==> config.mk <==
export PLATFORM = sky130hd
export DESIGN_NAME = inst_mem_loader
export DESIGN_NICKNAME = d
export VERILOG_FILES = /design/src/rtl/inst_mem_loader.sv
export SDC_FILE = /design/constraint.sdc
export NUM_CORES = 1
export LEC_CHECK = 0
export BUFFER_PORTS_ARGS = -buffer_cell sky130_fd_sc_hd__buf_2
export CAP_MARGIN = 15
export CORE_MARGIN = 5
export CORE_UTILIZATION = 35
export CTS_CLUSTER_DIAMETER = 60
export CTS_CLUSTER_SIZE = 28
export DETAILED_ROUTE_END_ITERATION = 12
export PLACE_DENSITY = 0.47
export SETUP_SLACK_MARGIN = 0.02
export SLEW_MARGIN = 20
export SYNTH_ARGS = -nofsm -noshare
export SYNTH_HDL_FRONTEND = slang
export SYNTH_SLANG_ARGS = --single-unit
==> constraint.sdc <==
create_clock -name clk -period 4 [get_ports clk]
set_input_delay 0.8 -clock clk [delete_from_list [all_inputs] [get_ports clk]]
set_output_delay 0.8 -clock clk [all_outputs]
set_load 0.05 [all_outputs]
==> src/rtl/inst_mem_loader.sv <==
`default_nettype none
// ============================================================================
// Module      : inst_mem_loader
// Description : Loads big-endian byte stream into a word-addressed instruction
//               memory and serves combinational CPU fetches from it.
// Revision    : 1.0 - initial release
// ============================================================================
module inst_mem_loader #(
    parameter int WORDS = 32,
    parameter int LEN_W = 6
) (
    input  logic             clk,
    input  logic             rst_n,
    input  logic             start,
    input  logic [LEN_W-1:0] load_len,
    input  logic             byte_valid,
    input  logic [7:0]       byte_data,
    output logic             byte_ready,
    output logic             busy,
    output logic             done,
    output logic             err,
    output logic             cpu_stall,
    input  logic [31:0]      addr,
    output logic [31:0]      inst
);

    localparam int IDX_W = (WORDS > 1) ? $clog2(WORDS) : 1;
    localparam int DEPTH = 1 << IDX_W;
    localparam logic [LEN_W:0] c_words = (LEN_W + 1)'(WORDS);

    typedef enum logic [1:0] {
        S_IDLE = 2'd0,
        S_LOAD = 2'd1,
        S_DONE = 2'd2
    } state_t;

    state_t           r_state;
    state_t           w_next;
    logic [LEN_W-1:0] r_len;
    logic [LEN_W-1:0] r_ptr;
    logic [1:0]       r_bcnt;
    logic [23:0]      r_asm;
    logic             r_err;
    logic [31:0]      r_mem [DEPTH];

    logic w_len_ok;
    logic w_accept;
    logic w_xfer;
    logic w_word_last;
    logic w_final;
    logic w_addr_unused;

    assign w_len_ok    = (load_len != '0) && ({1'b0, load_len} <= c_words);
    assign w_accept    = (r_state == S_IDLE) && start && w_len_ok;
    assign w_xfer      = (r_state == S_LOAD) && byte_valid;
    assign w_word_last = w_xfer && (r_bcnt == 2'd3);
    assign w_final     = w_word_last && ((r_ptr + LEN_W'(1)) == r_len);

    always_comb begin
        w_next = r_state;
        case (r_state)
            S_IDLE:  if (w_accept) w_next = S_LOAD;
            S_LOAD:  if (w_final)  w_next = S_DONE;
            S_DONE:  w_next = S_IDLE;
            default: w_next = S_IDLE;
        endcase
    end

    always_ff @(posedge clk) begin
        if (!rst_n) r_state <= S_IDLE;
        else        r_state <= w_next;
    end

    // The first three bytes accumulate in r_asm; the fourth completes the word
    // directly from byte_data so the write lands on the same edge.
    always_ff @(posedge clk) begin
        if (!rst_n) begin
            r_len  <= '0;
            r_ptr  <= '0;
            r_bcnt <= '0;
            r_asm  <= '0;
            r_err  <= 1'b0;
            for (int i = 0; i < DEPTH; i++) r_mem[i] <= '0;
        end else begin
            r_err <= (r_state == S_IDLE) && start && !w_len_ok;
            if (w_accept) begin
                r_len  <= load_len;
                r_ptr  <= '0;
                r_bcnt <= '0;
                r_asm  <= '0;
            end else if (w_xfer) begin
                if (w_word_last) begin
                    r_mem[r_ptr[IDX_W-1:0]] <= {r_asm, byte_data};
                    r_ptr  <= r_ptr + LEN_W'(1);
                    r_bcnt <= '0;
                    r_asm  <= '0;
                end else begin
                    r_asm  <= {r_asm[15:0], byte_data};
                    r_bcnt <= r_bcnt + 2'd1;
                end
            end
        end
    end

    assign byte_ready = (r_state == S_LOAD);
    assign busy       = (r_state == S_LOAD) || (r_state == S_DONE);
    assign cpu_stall  = busy;
    assign done       = (r_state == S_DONE);
    assign err        = r_err;

    // Registered memory gives old-data-on-collision for free.
    assign inst          = r_mem[addr[IDX_W+1:2]];
    assign w_addr_unused = ^{addr[31:IDX_W+2], addr[1:0]};

endmodule
`default_nettype wire

==> flow_metrics.env <==
export IMPL_outcome="complete, no violations"
export IMPL_synthArstFlopShare_pct=0
export IMPL_path_cells="buf_12 -> buf_12 -> buf_12 -> mux4_2 -> mux4_2 -> mux2_2 -> buf_2"
export IMPL_powerDensity_nw_per_um2=451
export IMPL_clkSinkCount=1065
export IMPL_irDropWorstVdd_mv=0.313
export IMPL_grt_start_max_net_pins=41
export IMPL_yosysSeqAreaShare_pct=65.2
export IMPL_dr_first_iter_drc_count=2437
export IMPL_cts_max_path_buffers=3
export IMPL_synth_top_area_share_pct=63.5
export IMPL_finClkSkew_ns=0.0277
export IMPL_grt_overflow=0
export IMPL_nFillCells=12500
export IMPL_grt_pass1_wl_um=204000
export IMPL_drc=0
export IMPL_initial_core_util_pct=35.2
export IMPL_gp_congestion=0.752
export IMPL_critPathMaxStageDelay_ns=0.60
export IMPL_cts_root_buf="clkbuf_16"
export IMPL_wl_per_cell_um=29.5
export IMPL_setup_slack_ns=0.0793
export IMPL_crit_path_end_kind="output pin"
export IMPL_yosysMostFrequentCell="and2_1"
export IMPL_max_cap_viol_count=0
export IMPL_cpMostUsedCell="buf_12"
export IMPL_worst_pin_slew_ns=1.12
export IMPL_fmax_mhz=255
export IMPL_cts_buffers=92
export IMPL_period_share_pct=98.0
export IMPL_ios=87
export IMPL_ys_warn_count=0
export IMPL_hpwl_um=83300
export IMPL_htree_levels=3
export IMPL_place_area_um2=51600
export IMPL_rsz0062_at_grt="false"
export IMPL_multi_input_area_um2=15500
export IMPL_tritoncts="built"
export IMPL_critPathCapture="inst[9]"
export IMPL_met1_usage_pct=26.4
export IMPL_io_buffers=59
export IMPL_finalHoldViolCount=0
export IMPL_r2r_end="r_mem[25][16]"
export IMPL_cts_resized_gates=0
export IMPL_synth_edf_count=1024
export IMPL_synth_cells=2964
export IMPL_post_cts_buffers=0
export IMPL_dr_pass1_iters=5
export IMPL_yosys_top_cells_count="1,026 x and2_1, 1,024 x edfxtp_1, 320 x mux4_2, 150 x clkbuf_1, 67 x buf_2"
export IMPL_synth_cell_types=33
export IMPL_core_area_um2=137000
export IMPL_critical_path_class="in -> out"
export IMPL_crit_path_start_kind="primary input"
export IMPL_r2r_slack_ns=0.90
export IMPL_ant_nets=0
export IMPL_clk_pin_slew_ns=0.06
export IMPL_final_layout_size_suffix_gt1_share_pct=26.5
export IMPL_met2_usage_pct=33.6
export IMPL_arrival_ns=3.12
export IMPL_first_global_vias=27100
export IMPL_syn_nets=3025
export IMPL_met3_usage_pct=3.13
export IMPL_crit_start="addr[2]"
export IMPL_tns_ns=0
export IMPL_final_design_area_no_fill_um2=54800
export IMPL_dieArea_um2=146000
export IMPL_antenna_found_initial=14
export IMPL_relSlewSlack_pct=24.9
export IMPL_setup_violations=0
export IMPL_cp_required_ns=3.20
export IMPL_vias_per_cell=5.27
export IMPL_holdBufCountCts=0
export IMPL_fin_nets=3051
export IMPL_reg2reg_from="r_state[1]"
export IMPL_ys_flop_type="edfxtp_1"
export IMPL_ff2ff_path_depth=7
export IMPL_leakage_nw=18.7
export IMPL_cp_slowest_cell="mux4_2"
export IMPL_row_count=136
export IMPL_cp_max_fo=11
export IMPL_die_w_um=382
export IMPL_yosysTopAreaCell="edfxtp_1"
export IMPL_avgSynthCellArea_um2=16.3
export IMPL_synth_seq_cells=1065
export IMPL_clk_latency_ns=0.69
export IMPL_synth_area_top_cells="edfxtp_1 64%, mux4_2 15%, and2_1 13%, dfxtp_1 1.7%, clkbuf_1 1.2%"
export IMPL_gr_usage_all_layers_pct=19.7
export IMPL_fin_crit_ns=3.92
export IMPL_wirelength_um=144000
export IMPL_hold_class="in -> reg"
export IMPL_seqCellArea_um2=31600
export IMPL_netlist_area_um2=48400
export IMPL_drv_slew=0
export IMPL_die_h_um=382
export IMPL_busiest_layer="met2"
export IMPL_vias=25600
export IMPL_area_growth_syn_to_layout_pct=13.3
export IMPL_post_place_ws_ns=0.0374
[metrics by stage]
step	hold WS, ns	power (W)	util, %	instances
after floorplan	0.440	0.0145	-	2964
after global placement	0.471	0.0155	37.5	4690
after detailed placement	0.467	0.0155	37.5	4690
after CTS	0.342	0.0250	39.8	4861
after global routing	0.381	0.0256	39.9	4861
final	0.397	0.0247	39.9	4864
[metal layers]
| layer | vias up | wire [um] |
|---|---|---|
| met1 | 13700 | 59500 |
| li1 | 11000 | - |
| met3 | 176 | 9000 |
| met4 | 2 | 3380 |
| met2 | 794 | 71700 |
| met5 | - | 7 |
[worst max-delay path, delay by kind of cell]
family	cells	cell delay, ns
mux	3	1.48
buf+inv	4	0.79
[how the worst min path moves through the flow]
stage                           start         to  slack (ns)  cells after the start
after floorplan             r_bcnt[1]  r_bcnt[1]        0.44                      2
after global placement      r_bcnt[1]  r_bcnt[1]        0.47                      2
after detailed placement    r_bcnt[1]  r_bcnt[1]        0.47                      2
after CTS                 load_len[1]   r_len[1]        0.34                      3
after global routing      load_len[1]   r_len[1]        0.38                      3
final                     load_len[1]   r_len[1]        0.40                      3
[report_power, final]
part	switching [W]	internal, W	leakage (nW)
sequential	0.000198	0.0127	10.2
clock	0.00458	0.00494	1.55
combinational	0.00143	0.000882	7.00
[area by class of cell]
cell class	count	share of cell area, %
Clock buffer	103	4.45
Tap cell	1794	4.09
Timing Repair Buffer	219	4.08
Sequential cell	1065	57.6
Clock inverter	68	1.41
Inverter	5	0.0342
Multi-Input combinational cell	1607	28.3
Antenna cell	3	0.0137
[placed cells by master (no fill, tap or decap), drive strengths merged]
cell type,synthesis,layout
and2,1026,1026
edfxtp,1024,1024
mux4,320,320
buf,128,219
clkbuf,159,103
nand2,60,60
dfxtp,41,41
nand2b,35,35
and3,33,33
mux2,32,32
inv,5,32
a21oi,28,28
clkinv,0,27
nor2,18,18
ha,11,11
xnor2,10,10
clkinvlp,0,9
mux2i,8,8
nand3,7,7
nor3,5,5
xor2,5,5
bufinv,0,5
diode,0,3
nand4,2,2
or4,1,1
o21ai,1,1
or3,1,1
a31oi,1,1
nor4,1,1
o41a,1,1
a221oi,1,1
[sequential cells by signal (all words and copies together) (netlist names)]
register,flops
err,1
r_asm,24
r_bcnt,2
r_len,6
r_mem,1024
r_ptr,6
r_state,2
[kinds of logic after synthesis]
family | count (synthesis) | synth area share, %
AO/OA/AOI/OAI | 32 | 0.385
flip-flops | 1065 | 65.2
multiplexers | 360 | 15.8
buffers and inverters | 292 | 2.90
AND/OR/NAND/NOR | 1189 | 15.1
adder cells (fa/ha/maj) | 11 | 0.284
XOR/XNOR | 15 | 0.271
(Power assumes the default switching activity.)
